**config.mk**
```make
export PLATFORM = sky130hd
export DESIGN_NAME = mio_bus_flat
export DESIGN_NICKNAME = d
export VERILOG_FILES = /design/src/rtl/mio_pkg.sv /design/src/rtl/mio_bus_if.sv /design/src/rtl/mio_timer.sv /design/src/rtl/mio_bus.sv /design/src/flat_wrapper.sv
export SDC_FILE = /design/constraint.sdc
export NUM_CORES = 1
export LEC_CHECK = 0
export BUFFER_PORTS_ARGS = -buffer_cell sky130_fd_sc_hd__buf_2
export CAP_MARGIN = 25
export CORE_ASPECT_RATIO = 0.9
export CORE_UTILIZATION = 46
export CTS_CLUSTER_DIAMETER = 120
export DETAILED_ROUTE_END_ITERATION = 12
export HOLD_SLACK_MARGIN = 0.15
export PLACE_DENSITY = 0.8
export SLEW_MARGIN = 30
export SYNTH_ARGS = -nofsm -noshare
export SYNTH_HDL_FRONTEND = slang
export SYNTH_HIERARCHICAL = 1
export SYNTH_SLANG_ARGS = --single-unit
```
**constraint.sdc**
```tcl
create_clock -name clk -period 4.4 [get_ports clk]
set_clock_uncertainty 0.15 [all_clocks]
set_input_delay 0.44 -clock clk [delete_from_list [all_inputs] [get_ports clk]]
set_output_delay 0.44 -clock clk [all_outputs]
set_load 0.05 [all_outputs]
```
**src/rtl/mio_pkg.sv**
```systemverilog
// Shared definitions for the memory/IO bus controller.
// Holds the address map, the controller FSM state type, the region-decode type
// and the address decoder used by mio_bus.
package mio_pkg;

  localparam logic [31:0] RAM_BASE   = 32'h0000_0000;
  localparam logic [31:0] RAM_LIMIT  = 32'h0000_0FFF;
  localparam logic [31:0] GPIO_ADDR  = 32'hF000_0000;
  localparam logic [31:0] TIMER_ADDR = 32'hF000_0004;

  typedef enum logic [1:0] {
    IDLE,
    WAIT,
    RESP
  } state_e;

  typedef enum logic [1:0] {
    R_RAM,
    R_GPIO,
    R_TIMER,
    R_NONE
  } region_e;

  // Word-aligned decode: the byte offset addr[1:0] never affects the region.
  function automatic region_e decode_region(input logic [31:0] addr);
    logic [31:0] waddr;
    waddr = {addr[31:2], 2'b00};
    // Offset form keeps the range check valid for any RAM_BASE.
    if ((waddr - RAM_BASE) <= (RAM_LIMIT - RAM_BASE)) begin
      return R_RAM;
    end else if (waddr == GPIO_ADDR) begin
      return R_GPIO;
    end else if (waddr == TIMER_ADDR) begin
      return R_TIMER;
    end else begin
      return R_NONE;
    end
  endfunction

endpackage

```
**src/rtl/mio_bus_if.sv**
```systemverilog
// CPU-side memory port of the memory/IO bus controller.
// master: the CPU (drives request strobe, direction, address, store data).
// slave : mio_bus (returns load data and the ready handshake).
interface mio_bus_if;

  logic        cpu_mio;    // request strobe
  logic        mem_rw;     // 1 = write, 0 = read
  logic [31:0] addr_in;    // byte address
  logic [31:0] wdata_in;   // store data
  logic [31:0] rdata_out;  // load data
  logic        mio_ready;  // access complete

  modport master (
    output cpu_mio,
    output mem_rw,
    output addr_in,
    output wdata_in,
    input  rdata_out,
    input  mio_ready
  );

  modport slave (
    input  cpu_mio,
    input  mem_rw,
    input  addr_in,
    input  wdata_in,
    output rdata_out,
    output mio_ready
  );

endinterface

```
**src/rtl/mio_timer.sv**
```systemverilog
// Free-running 32-bit timer with synchronous load.
// Ports:
//   clk - clock
//   rst - synchronous active-low reset, clears the count
//   ld  - load din this edge instead of incrementing
//   din - load value
//   q   - current count (wraps 0xFFFF_FFFF -> 0)
module mio_timer (
  input  logic        clk,
  input  logic        rst,
  input  logic        ld,
  input  logic [31:0] din,
  output logic [31:0] q
);

  logic [31:0] cnt_q;

  always_ff @(posedge clk) begin
    if (!rst) begin
      cnt_q <= '0;
    end else if (ld) begin
      cnt_q <= din;
    end else begin
      cnt_q <= cnt_q + 32'd1;
    end
  end

  assign q = cnt_q;

endmodule

```
**src/rtl/mio_bus.sv**
```systemverilog
// Memory/IO bus controller behind a single-cycle CPU's memory port.
// Decodes each word access into data RAM, a GPIO register or the timer, and
// holds the CPU (mio_ready low) while a synchronous-read RAM access is in flight.
// Ports:
//   clk, rst   - clock and synchronous active-low reset
//   bus        - CPU request/response (mio_bus_if.slave)
//   ram_addr   - RAM word address (addr_in[RAM_AWIDTH+1:2])
//   ram_we     - RAM write enable, one cycle per accepted RAM write
//   ram_din    - RAM write data
//   ram_dout   - RAM read data, valid RAM_WAIT cycles after the address
//   sw_in      - switch inputs, read at GPIO_ADDR
//   led_out    - LED register, written at GPIO_ADDR
//   timer_out  - current timer value
module mio_bus
  import mio_pkg::*;
#(
  parameter int unsigned RAM_WAIT   = 1,   // RAM read latency, 1..7
  parameter int unsigned RAM_AWIDTH = 10
) (
  input  logic                  clk,
  input  logic                  rst,
  mio_bus_if.slave              bus,
  output logic [RAM_AWIDTH-1:0] ram_addr,
  output logic                  ram_we,
  output logic [31:0]           ram_din,
  input  logic [31:0]           ram_dout,
  input  logic [15:0]           sw_in,
  output logic [15:0]           led_out,
  output logic [31:0]           timer_out
);

  localparam logic [2:0] WcntInit = 3'(RAM_WAIT - 1);

  state_e      state_q;
  logic [2:0]  wcnt_q;
  logic [31:0] rdata_q;
  logic [15:0] led_q;

  region_e     region;
  logic        accept;
  logic        acc_wr;
  logic        timer_ld;
  logic [31:0] timer_q;
  logic [31:0] io_rdata;

  assign region = decode_region(bus.addr_in);
  assign accept = (state_q == IDLE) && bus.cpu_mio;
  assign acc_wr = accept && bus.mem_rw;

  // RAM address and data follow the CPU combinationally in every state.
  assign ram_addr = bus.addr_in[RAM_AWIDTH+1:2];
  assign ram_din  = bus.wdata_in;
  // Gated by rst so a request held across reset never writes RAM.
  assign ram_we   = rst && acc_wr && (region == R_RAM);

  assign timer_ld = acc_wr && (region == R_TIMER);

  mio_timer u_timer (
    .clk (clk),
    .rst (rst),
    .ld  (timer_ld),
    .din (bus.wdata_in),
    .q   (timer_q)
  );

  // Single-cycle read data for non-RAM regions; unmapped reads return 0.
  always_comb begin
    io_rdata = '0;
    unique case (region)
      R_GPIO:  io_rdata = {16'h0000, sw_in};
      R_TIMER: io_rdata = timer_q;  // value before this edge's increment
      default: io_rdata = '0;
    endcase
  end

  always_ff @(posedge clk) begin
    if (!rst) begin
      state_q <= IDLE;
      wcnt_q  <= '0;
      rdata_q <= '0;
      led_q   <= '0;
    end else begin
      unique case (state_q)
        IDLE: begin
          if (bus.cpu_mio) begin
            if ((region == R_RAM) && !bus.mem_rw) begin
              state_q <= WAIT;
              wcnt_q  <= WcntInit;
            end else begin
              state_q <= RESP;
              if (bus.mem_rw) begin
                if (region == R_GPIO) begin
                  led_q <= bus.wdata_in[15:0];
                end
              end else begin
                rdata_q <= io_rdata;
              end
            end
          end
        end
        // Runs to completion even if cpu_mio drops meanwhile.
        WAIT: begin
          if (wcnt_q == 3'd0) begin
            rdata_q <= ram_dout;
            state_q <= RESP;
          end else begin
            wcnt_q <= wcnt_q - 3'd1;
          end
        end
        RESP: begin
          state_q <= IDLE;
        end
        default: begin
          state_q <= IDLE;
        end
      endcase
    end
  end

  // Idle cycles without a request report ready so non-memory instructions never stall.
  assign bus.mio_ready = (state_q == RESP) || ((state_q == IDLE) && !bus.cpu_mio);
  assign bus.rdata_out = rdata_q;
  assign led_out       = led_q;
  assign timer_out     = timer_q;

endmodule

```
**src/flat_wrapper.sv**
```systemverilog
// flat-port wrapper written by rule: the top's interface ports become plain ports
module mio_bus_flat import mio_pkg::*;
#(
  parameter int unsigned RAM_WAIT   = 1,                            
  parameter int unsigned RAM_AWIDTH = 10
)
  (clk, rst, ram_addr, ram_we, ram_din, ram_dout, sw_in, led_out, timer_out, bus_cpu_mio, bus_mem_rw, bus_addr_in, bus_wdata_in, bus_rdata_out, bus_mio_ready);
  mio_bus_if bus_i ();
  input  logic clk;
  input  logic rst;
  output logic [RAM_AWIDTH-1:0] ram_addr;
  output logic ram_we;
  output logic [31:0] ram_din;
  input  logic [31:0] ram_dout;
  input  logic [15:0] sw_in;
  output logic [15:0] led_out;
  output logic [31:0] timer_out;
  input wire logic [$bits(bus_i.cpu_mio)-1:0] bus_cpu_mio;
  input wire logic [$bits(bus_i.mem_rw)-1:0] bus_mem_rw;
  input wire logic [$bits(bus_i.addr_in)-1:0] bus_addr_in;
  input wire logic [$bits(bus_i.wdata_in)-1:0] bus_wdata_in;
  output wire logic [$bits(bus_i.rdata_out)-1:0] bus_rdata_out;
  output wire logic [$bits(bus_i.mio_ready)-1:0] bus_mio_ready;
  assign bus_i.cpu_mio = bus_cpu_mio;
  assign bus_i.mem_rw = bus_mem_rw;
  assign bus_i.addr_in = bus_addr_in;
  assign bus_i.wdata_in = bus_wdata_in;
  assign bus_rdata_out = bus_i.rdata_out;
  assign bus_mio_ready = bus_i.mio_ready;
  mio_bus #(.RAM_WAIT(RAM_WAIT), .RAM_AWIDTH(RAM_AWIDTH)) u_core (.clk(clk), .rst(rst), .bus(bus_i), .ram_addr(ram_addr), .ram_we(ram_we), .ram_din(ram_din), .ram_dout(ram_dout), .sw_in(sw_in), .led_out(led_out), .timer_out(timer_out));
endmodule
```
==> results of run 1 <==
[layout by cell type, fill, tap and decap left out, drive strengths merged, types with 5 or more instances in the layout]
master / netlist / routed
a2bb2oi: 16 / 16
a22oi: 16 / 16
nand4: 13 / 13
nand3: 62 / 62
o31ai: 6 / 6
inv: 8 / 10
o21ai: 62 / 62
nand2: 54 / 54
nor4: 11 / 11
and3: 7 / 7
ha: 6 / 6
dfxtp: 85 / 85
a31oi: 10 / 10
buf: 60 / 244
or3: 6 / 6
a21oi: 29 / 29
nor2: 7 / 7
or4: 11 / 11
o211a: 20 / 20
nand2b: 5 / 5
nor3: 9 / 9
xnor2: 8 / 8
clkbuf: 30 / 11
and4: 8 / 8
[stage by stage]
step / std cells / worst slack [ps] / hold WS [ps]
after floorplan: 585 / 1074 / 296.2
after global placement: 864 / 881.2 / 300.6
after detailed placement: 864 / 736.4 / 313.9
after CTS: 880 / 1082 / 195.2
after global routing: 881 / 791.0 / 204.8
final: 881 / 1005 / 202.1
[layout make-up]
type                    instances  share of cell area
multi-input cells             402              0.4238
flip-flops and latches         85              0.2858
repair buffers                244              0.2122
clock buffers                  11             0.03908
well taps                     126             0.02648
clock inverters                 5            0.007565
inverters                       8            0.005043
[sequential cells by signal, indices dropped and copies added (netlist names)]
| name | flops |
|---|---|
| u_core/bus.rdata_out | 32 |
| u_core/wcnt_q | 3 |
| u_core/u_timer/q | 32 |
| u_core/state_q | 2 |
| u_core/led_out | 16 |
[final timing paths]
path | startpoint | end | slack (ps) | cells after the start
setup / recovery | bus_addr_in[7] | u_core/led_out[1]$_SDFFE_PN0P_ | 1010 | 9
hold / removal | bus_wdata_in[3] | u_core/u_timer/q[3]$_SDFF_PN0_ | 200 | 2
setup reg to reg | u_core/state_q[1]$_SDFFE_PN0P_ | u_core/u_timer/q[13]$_SDFF_PN0_ | 1680 | 7
hold reg to reg | u_core/led_out[15]$_SDFFE_PN0P_ | u_core/led_out[15]$_SDFFE_PN0P_ | 320 | 2
[kinds of logic after synthesis]
group	after synthesis	share of synthesized area
AND/OR/NAND/NOR	208	0.2411
AO/OA/AOI/OAI	175	0.2453
buffers and inverters	98	0.1178
flip-flops	85	0.3560
XOR/XNOR	12	0.02199
adder cells (fa/ha/maj)	6	0.01571
multiplexers	1	0.002094
[power by group through the flow]
stage	clock network, mW	logic [mW]	registers, mW
floorplan	0	0.166	0.898
global placement	0	0.320	0.825
detailed placement	0	0.325	0.826
CTS	0.740	0.325	0.808
global route	0.764	0.347	0.812
finish	0.722	0.327	0.809
[synthesized netlist by cell type (3+ instances only)]
cell type  instances  area share
or3_1              6      0.0079
xnor2_1            8       0.015
nand4_1           11       0.014
and3_1             7      0.0092
buf_4             42       0.066
buf_6              3      0.0071
a22oi_1           16       0.025
ha_1               6       0.016
buf_1              5      0.0039
buf_2             10       0.010
nand2_1           54       0.042
nor2_1             7      0.0055
inv_1              8      0.0063
dfxtp_1           85        0.36
xor2_1             4      0.0073
nor2b_1            3      0.0039
and2_1             3      0.0039
a2bb2oi_1         16       0.029
and4_1             7       0.013
o31ai_1            6      0.0094
nor4_1            11       0.014
or4_1             10       0.016
nand3_1           61       0.064
clkbuf_1          28       0.022
nor3_1             9      0.0094
o21ai_0           62       0.065
o211a_1           20       0.042
nand2b_1           5      0.0065
a31oi_1           10       0.013
a21oi_1           28       0.029
[metal layers]
| layer | global-route usage | vias to the layer above | share of wire | routed length (µm) |
|---|---|---|---|---|
| met5 | 0 | - | 0 | 0 |
| met3 | 0.04365 | 16 | 0.074 | 1088 |
| li1 | - | 2468 | - | - |
| met4 | 0.08205 | 0 | 0.013 | 189 |
| met1 | 0.3593 | 2402 | 0.44 | 6460 |
| met2 | 0.4475 | 254 | 0.48 | 7024 |
==> summary.md, run 1 <==
Run status
- status: completed

Drt
- Pre-antenna DRT Iters: 5
- vias per inst: 5.834
- number of design-rule violations left by the first detailed-router iteration: 375
- count of vias placed by the detailed router: 5140
- post-detailed-route wirelength per cell: 16.76 µm
- Total Routed Length: 14760 µm
- Routed Antenna Nets: 0
- DRC violation count after routing: 0

Logic synthesis
- commonest register cell after synthesis: dfxtp_1
- Unique masters post-synth: 60
- number of synthesis warnings: 6
- EDFF count, synth: 0
- Mapped Nets: 707
- Mapped Area: 4780 µm²
- Seq cells post-synth: 85
- sequential fraction of the synthesis area: 0.3560
- Syn Area/Cell: 8.170 µm²
- number of instances in the synthesized netlist: 585
- Synth async-reset ratio: 0

GRT
- wire length of the first global-routing pass: 22740 µm
- total routing resource utilization after global routing: 0.2703
- largest net degree at the start of global routing: 106
- total grt overflow: 0
- vias in the first global route: 4636
- number of antenna violations at the first check in global routing: 0

Setup path
- sort of element at the end of the critical path: flop
- launching element type of the critical path: primary input
- kind of critical path: in2reg
- cell type of the slowest stage on the worst timing path: nand2_1
- Crit path largest cell delay: 690 ps
- Worst Path Arrival: 3400 ps
- buffering stage count on the worst path with inverters included: 1
- CP Cell Sequence: buf_2, or4_1, nor4_1, and3b_1, o21ba_2, ha_1, nand2_1, nand3_1, o21ai_0
- required time of the critical path: 4410 ps
- Crit path max-delay family: simple AND/OR/NAND/NOR gates
- maximum fanout encountered on the critical timing path: 32

Timing
- aggregate negative setup slack: 0 ps
- min cycle time layout: 3395 ps
- upper clock frequency limit: 294.6 MHz
- unrepaired setup endpoints after global routing: no
- post-route fraction of the period consumed by the critical path: 0.7716
- Worst Max-Slew Pin Slew: 884.5 ps
- count of endpoints failing hold in the final timing report: 0
- max-slew violation total from the final report: 0
- Final setup viols: 0
- worst slew margin relative to its limit: 0.4089

Power and ir drop
- Final Power: 1.857 mW
- part of the total power dissipated in sequential elements: 0.436
- power density over the cells: 311.9 nW/µm²
- switching power summed over all nets: 0.5808 mW
- Peak supply drop: 150.8 µV
- internal power: 1.276 mW
- standby leakage power: 2.746 nW
- Switching Share: 0.3127
- combinational share of power: 0.176
- portion of total power attributed to the clock network: 0.389

Cells and area
- layout overhead on the synthesized area: 24.58%
- flip-flop and latch area: 1702 µm²
- number of nets at the end of the flow: 872
- layout cell share with drive strength beyond 1: 0.3576
- Util after Layout: 0.6033
- final cell area excluding filler cells: 5954 µm²
- area taken by multi-input logic gates: 2524 µm²
- fill cell instance count of the final layout: 908
- diodes inserted: 0

Placed design
- Detail Placement HPWL: 10880 µm
- Post-Place Cell Area: 5650 µm²
- # port buffers: 237
- Placer Congestion: 0.9422

Floorplanning
- Placement Rows: 34
- Horiz. Die Dim: 109.4 µm
- Total Die Area: 10800 µm²
- Die Height: 98.70 µm
- initial standard-cell utilization of the core: 0.4843
- top-level I/O count: 240
- core area: 9869 µm²

Clocking
- number of buffers on the longest clock path: 2
- clock tree sinks: 85
- clock tree from TritonCTS: built
- hold_buf cts: 0
- Clock Latency Late Sink: 340 ps
- number of buffers created by CTS: 9
- library cell used as clock root buffer: clkbuf_16
- H-Tree Depth: 3
- Post-CTS Repair Setup Buffers: 0
- # resized after CTS: 0
- clock-pin slew on the worst setup and hold paths: 70 ps

Job
- Max Cap Viol: 0

Min path
- class of the tightest hold or removal check: in2reg

Note: power is estimated with default switching activity, not from simulation.
==> inputs of run 2 (changes only) <==
==> constraint.sdc (replaced) <==
create_clock -name clk -period 3.4 [get_ports clk]
set_clock_uncertainty 0.15 [all_clocks]
set_input_delay 0.34 -clock clk [delete_from_list [all_inputs] [get_ports clk]]
set_output_delay 0.34 -clock clk [all_outputs]
set_load 0.05 [all_outputs]
==> summary.md, run 2 (synthesis results as in run 1) <==
Cells and area
- diodes inserted: 0, unchanged
- Util after Layout: 0.6398, +0.03651
- most frequent cells in the layout: buf_2 (237), dfxtp_1 (85), o21ai_0 (62)
- layout cell share with drive strength beyond 1: 0.3490, -0.008631
- number of nets at the end of the flow: 905, +3.8%
- final cell area excluding filler cells: 6315 µm², +6.1%
- fill cell instance count of the final layout: 858, -5.5%
- layout overhead on the synthesized area: 32.12%
- commonest non-fill, non-tap cell in the layout: buf_2

Run status
- status: completed

Timing
- count of endpoints failing hold in the final timing report: 0, unchanged
- unrepaired setup endpoints after global routing: no
- aggregate negative setup slack: 0 ps, unchanged
- post-route fraction of the period consumed by the critical path: 0.8233
- max-slew violation total from the final report: 0, unchanged
- Worst Max-Slew Pin Slew: 678.9 ps, -205.6 ps
- Final setup viols: 0, unchanged
- min cycle time layout: 2799 ps
- upper clock frequency limit: 357.2 MHz
- worst slew margin relative to its limit: 0.5436, +0.1347

Clocking
- clock tree from TritonCTS: built
- Post-CTS Repair Setup Buffers: 0, unchanged
- clock-pin slew on the worst setup and hold paths: 70 ps, about the same
- Clock Latency Late Sink: 340 ps, about the same
- clock tree sinks: 85, unchanged
- # resized after CTS: 0, unchanged
- number of buffers created by CTS: 9, unchanged
- library cell used as clock root buffer: clkbuf_16
- H-Tree Depth: 3, unchanged
- hold_buf cts: 30, +30
- number of buffers on the longest clock path: 2, unchanged

GRT
- largest net degree at the start of global routing: 65, -39%
- number of antenna violations at the first check in global routing: 0, unchanged
- total grt overflow: 0, unchanged
- vias in the first global route: 4864, +4.9%
- total routing resource utilization after global routing: 0.2854, +0.01510
- wire length of the first global-routing pass: 24130 µm, +6.1%

Floorplanning
- Total Die Area: 10800 µm², unchanged
- Placement Rows: 34, unchanged
- Die Height: 98.70 µm, unchanged
- core area: 9869 µm², unchanged
- top-level I/O count: 240, unchanged
- initial standard-cell utilization of the core: 0.4843, unchanged
- Horiz. Die Dim: 109.4 µm, unchanged

Setup path
- sort of element at the end of the critical path: flop
- CP Cell Sequence: buf_2, or4_1, nor4_1, and3b_1, o21ba_2, ha_1, nand2_1, buf_4, nand3_1, o21ai_0
- launching element type of the critical path: primary input
- cell type of the slowest stage on the worst timing path: ha_1
- Worst Path Arrival: 2850 ps, -550 ps
- kind of critical path: in2reg
- buffering stage count on the worst path with inverters included: 2, +1
- maximum fanout encountered on the critical timing path: 32, unchanged
- Crit path largest cell delay: 560 ps, -130 ps
- required time of the critical path: 3450 ps, -960 ps
- Crit path max-delay family: simple AND/OR/NAND/NOR gates

Min path
- class of the tightest hold or removal check: in2reg

Placed design
- Placer Congestion: 0.8946, -5.1%
- Post-Place Cell Area: 5680 µm², +0.53%
- # port buffers: 237, unchanged
- Detail Placement HPWL: 11040 µm, +1.4%

Power and ir drop
- Peak supply drop: 324.1 µV, +110%
- power density over the cells: 409.6 nW/µm², +31%
- standby leakage power: 2.905 nW, +5.8%

Drt
- post-detailed-route wirelength per cell: 17.25 µm, +2.9%
- DRC violation count after routing: 0, unchanged
- Total Routed Length: 15760 µm, +6.8%
- Routed Antenna Nets: 0, unchanged
- number of design-rule violations left by the first detailed-router iteration: 415, +11%
- vias per inst: 5.859, +0.42%
- count of vias placed by the detailed router: 5355, +4.2%
- Pre-antenna DRT Iters: 5, unchanged

Job
- Max Cap Viol: 0, unchanged

[run 2: path summary, 6_finish.rpt]
check	startpoint	endpoint	slack, ps	cells after the start
min reg2reg	u_core/led_out[15]$_SDFFE_PN0P_	u_core/led_out[15]$_SDFFE_PN0P_	320	2
min	ram_dout[13]	u_core/bus.rdata_out[13]$_SDFFE_PN0P_	160	3
max reg2reg	u_core/u_timer/q[0]$_SDFF_PN0_	u_core/u_timer/q[22]$_SDFF_PN0_	960	5
max	bus_addr_in[7]	u_core/led_out[1]$_SDFFE_PN0P_	600	10
[run 2: per-layer routing]
metal  part of all wire  global-route usage  wire (µm)
met5                  0                   0          0
met2               0.48              0.4780       7644
met3              0.086             0.05622       1353
met1               0.41              0.3678       6503
met4              0.017             0.08821        262
[run 2: worst register-to-register path, cell delays in order, from the launching register on]
cell	delay, ps
dfxtp_1	470
ha_1	290
and4_1	380
nand4_1	310
or4_1	590
a31oi_1	180
[run 2: cell type report]
| class | instances | area [µm²] | share of cell area |
|---|---|---|---|
| multi-input cells | 402 | 2524 | 0.3996 |
| flip-flops and latches | 85 | 1702 | 0.2695 |
| repair buffers | 277 | 1574 | 0.2493 |
| clock buffers | 9 | 225.2 | 0.03566 |
| well taps | 126 | 157.7 | 0.02497 |
| clock inverters | 7 | 102.6 | 0.01625 |
| inverters | 8 | 30.03 | 0.004755 |
[run 2: power by group]
| part | total, mW | switching (mW) | internal [mW] |
|---|---|---|---|
| sequential | 1.05 | 0.0229 | 1.02 |
| clock | 1.09 | 0.434 | 0.654 |
| combinational | 0.450 | 0.309 | 0.142 |
| total | 2.59 | 0.766 | 1.82 |
[run 2: metrics by stage]
stage	total power, mW	instances	hold WS, ps	setup WS, ps
final	2.586	914	157.2	600.6
after global placement	1.482	868	301.0	451.9
after CTS	2.595	914	150.9	692.6
after floorplan	1.377	585	296.2	173.6
after detailed placement	1.489	868	312.0	367.2
after global routing	2.676	914	170.3	392.6
==> inputs of run 3 (changes only) <==
==> constraint.sdc (replaced) <==
create_clock -name clk -period 2.6 [get_ports clk]
set_clock_uncertainty 0.15 [all_clocks]
set_input_delay 0.26 -clock clk [delete_from_list [all_inputs] [get_ports clk]]
set_output_delay 0.26 -clock clk [all_outputs]
set_load 0.05 [all_outputs]
==> summary.md, run 3 (synthesis results as in run 1) <==
Timing
- upper clock frequency limit: 396.5 MHz
- max-slew violation total from the final report: 0, unchanged
- Worst Max-Slew Pin Slew: 701.8 ps, +22.90 ps
- min cycle time layout: 2522 ps
- count of endpoints failing hold in the final timing report: 0, unchanged
- post-route worst setup slack: 77.68 ps, -522.9 ps
- worst slew margin relative to its limit: 0.5278, -0.01581
- unrepaired setup endpoints after global routing: yes
- post-route fraction of the period consumed by the critical path: 0.9701
- aggregate negative setup slack: 0 ps, unchanged
- tightest hold margin: 145.3 ps, -11.94 ps
- Final setup viols: 0, unchanged

Placed design
- # port buffers: 237, unchanged
- worst slack at placement: -351.0 ps, -718.2 ps
- Detail Placement HPWL: 11870 µm, +7.5%
- Placer Congestion: 1.017, +14%

Setup path
- kind of critical path: in2out
- end point of the critical path: ram_we
- required time of the critical path: 2190 ps, -1260 ps
- launch point of the worst reg-to-reg path: u_core/u_timer/q[1]$_SDFF_PN0_
- Worst Path Arrival: 2110 ps, -740 ps
- Setup crit start: bus_addr_in[7]
- worst r2r path cells: 5, unchanged
- Reg2Reg Capture Point: u_core/u_timer/q[26]$_SDFF_PN0_
- sort of element at the end of the critical path: primary output
- launching element type of the critical path: primary input
- maximum fanout encountered on the critical timing path: 2, -94%
- Reg2Reg Setup Slack: 220 ps, -740 ps

Clocking
- clock-pin slew on the worst setup and hold paths: 60 ps, about the same
- clock tree from TritonCTS: built
- library cell used as clock root buffer: clkbuf_16
- number of buffers on the longest clock path: 2, unchanged
- clock tree sinks: 85, unchanged
- Clock Latency Late Sink: 340 ps, about the same
- H-Tree Depth: 3, unchanged
- number of buffers created by CTS: 9, unchanged

GRT
- number of antenna violations at the first check in global routing: 1, +1
- largest net degree at the start of global routing: 60, -7.7%
- total routing resource utilization after global routing: 0.3044, +0.01903
- total grt overflow: 0, unchanged
- wire length of the first global-routing pass: 25540 µm, +5.8%
- vias in the first global route: 5204, +7.0%

Cells and area
- number of nets at the end of the flow: 960, +6.1%
- commonest non-fill, non-tap cell in the layout: buf_2
- area taken by multi-input logic gates: 2566 µm², +1.7%
- layout cell share with drive strength beyond 1: 0.3654, +0.01638
- most frequent cells in the layout: buf_2 (236), dfxtp_1 (85), nand3_1 (61), o21ai_0 (61), dlygate4sd3_1 (60)
- layout overhead on the synthesized area: 44.14%
- flip-flop and latch area: 1702 µm², unchanged
- Util after Layout: 0.6980, +0.05819
- fill cell instance count of the final layout: 780, -9.1%

Floorplanning
- Horiz. Die Dim: 109.4 µm, unchanged
- Placement Rows: 34, unchanged
- core area: 9869 µm², unchanged
- Die Height: 98.70 µm, unchanged
- initial standard-cell utilization of the core: 0.4843, unchanged
- Total Die Area: 10800 µm², unchanged
- top-level I/O count: 240, unchanged

Drt
- post-detailed-route wirelength per cell: 17.05 µm, -1.2%
- Total Routed Length: 16530 µm, +4.9%
- Pre-antenna DRT Iters: 6, +1
- number of design-rule violations left by the first detailed-router iteration: 488, +18%
- Routed Antenna Nets: 0, unchanged
- vias per inst: 5.663, -3.3%
- DRC violation count after routing: 0, unchanged
- count of vias placed by the detailed router: 5493, +2.6%

Min path
- class of the tightest hold or removal check: in2reg
- hold depth: 3, unchanged

Power and ir drop
- standby leakage power: 3.169 nW, +9.1%
- power density over the cells: 468.9 nW/µm², +14%
- Peak supply drop: 339.9 µV, +4.9%
- Final Power: 3.230 mW, +25%

Job
- Max Cap Viol: 0, unchanged

Run status
- status: completed

[run 3: changes by cell type in the layout (fill, tap and decap cells not counted), moves of 2 or more]
cell,before,now
clkinv_4,0,3
inv_6,4,2
buf_12,1,7
ha_2,0,2
buf_4,9,28
dlygate4sd3_1,30,60
bufinv_16,2,0
ha_1,6,4
[run 3: how the worst min path moves through the flow]
stage	slack [ps]	endpoint	start
2_1_floorplan	250	u_core/u_timer/q[2]$_SDFF_PN0_	bus_wdata_in[2]
3_3_place_gp	300	u_core/led_out[14]$_SDFFE_PN0P_	u_core/led_out[14]$_SDFFE_PN0P_
3_5_place_dp	310	u_core/led_out[14]$_SDFFE_PN0P_	u_core/led_out[14]$_SDFFE_PN0P_
4_1_cts	150	u_core/bus.rdata_out[21]$_SDFFE_PN0P_	ram_dout[21]
5_1_grt	160	u_core/u_timer/q[21]$_SDFF_PN0_	bus_wdata_in[21]
6_report	150	u_core/u_timer/q[21]$_SDFF_PN0_	bus_wdata_in[21]
[run 3: area by class of cell]
class,instances,share of cell area
antenna,1,0.0003632
sequential,85,0.2470
clock buffer,10,0.03324
tap,126,0.02288
clock inverter,6,0.007991
timing repair buffer,332,0.3111
inverter,8,0.004904
multi-input combinational,402,0.3725
[run 3: per-stage QoR]
stage | cells | cell area, µm²
floorplan | 585 | 4856
global placement | 892 | 5971
detailed placement | 892 | 5971
CTS | 969 | 6878
global route | 970 | 6889
finish | 970 | 6889
[run 3: where the power goes]
group | leakage, nW | switching, mW | internal (mW)
clock network | 0.140 | 0.555 | 0.666
logic | 2.34 | 0.419 | 0.222
registers | 0.690 | 0.0280 | 1.34
[run 3: layer usage]
metal / track usage / part of all wire / vias to the layer above
met2: 0.5331 / 0.49 / 311
met3: 0.05754 / 0.072 / 42
met5: 0 / 0 / -
met1: 0.3563 / 0.40 / 2494
met4: 0.1385 / 0.038 / 0
li1: - / - / 2646
[run 3: what timing repair did]
action                                  in CTS  in global routing
hold buffers                                60                  0
buffers inserted                             1                  0
pin swaps                                    2                  1
endpoints found under the setup margin       2                  3
resized for setup                            3                  4
hold endpoints to repair                    74                  0
[run 3: critical path, cell delays in order]
cell and delay, ps:
buf_2 100, or4_4 540, nor4_4 170, and3b_1 210, o21ba_2 150, ha_2 180
buf_4 120, and3_1 190, buf_6 170
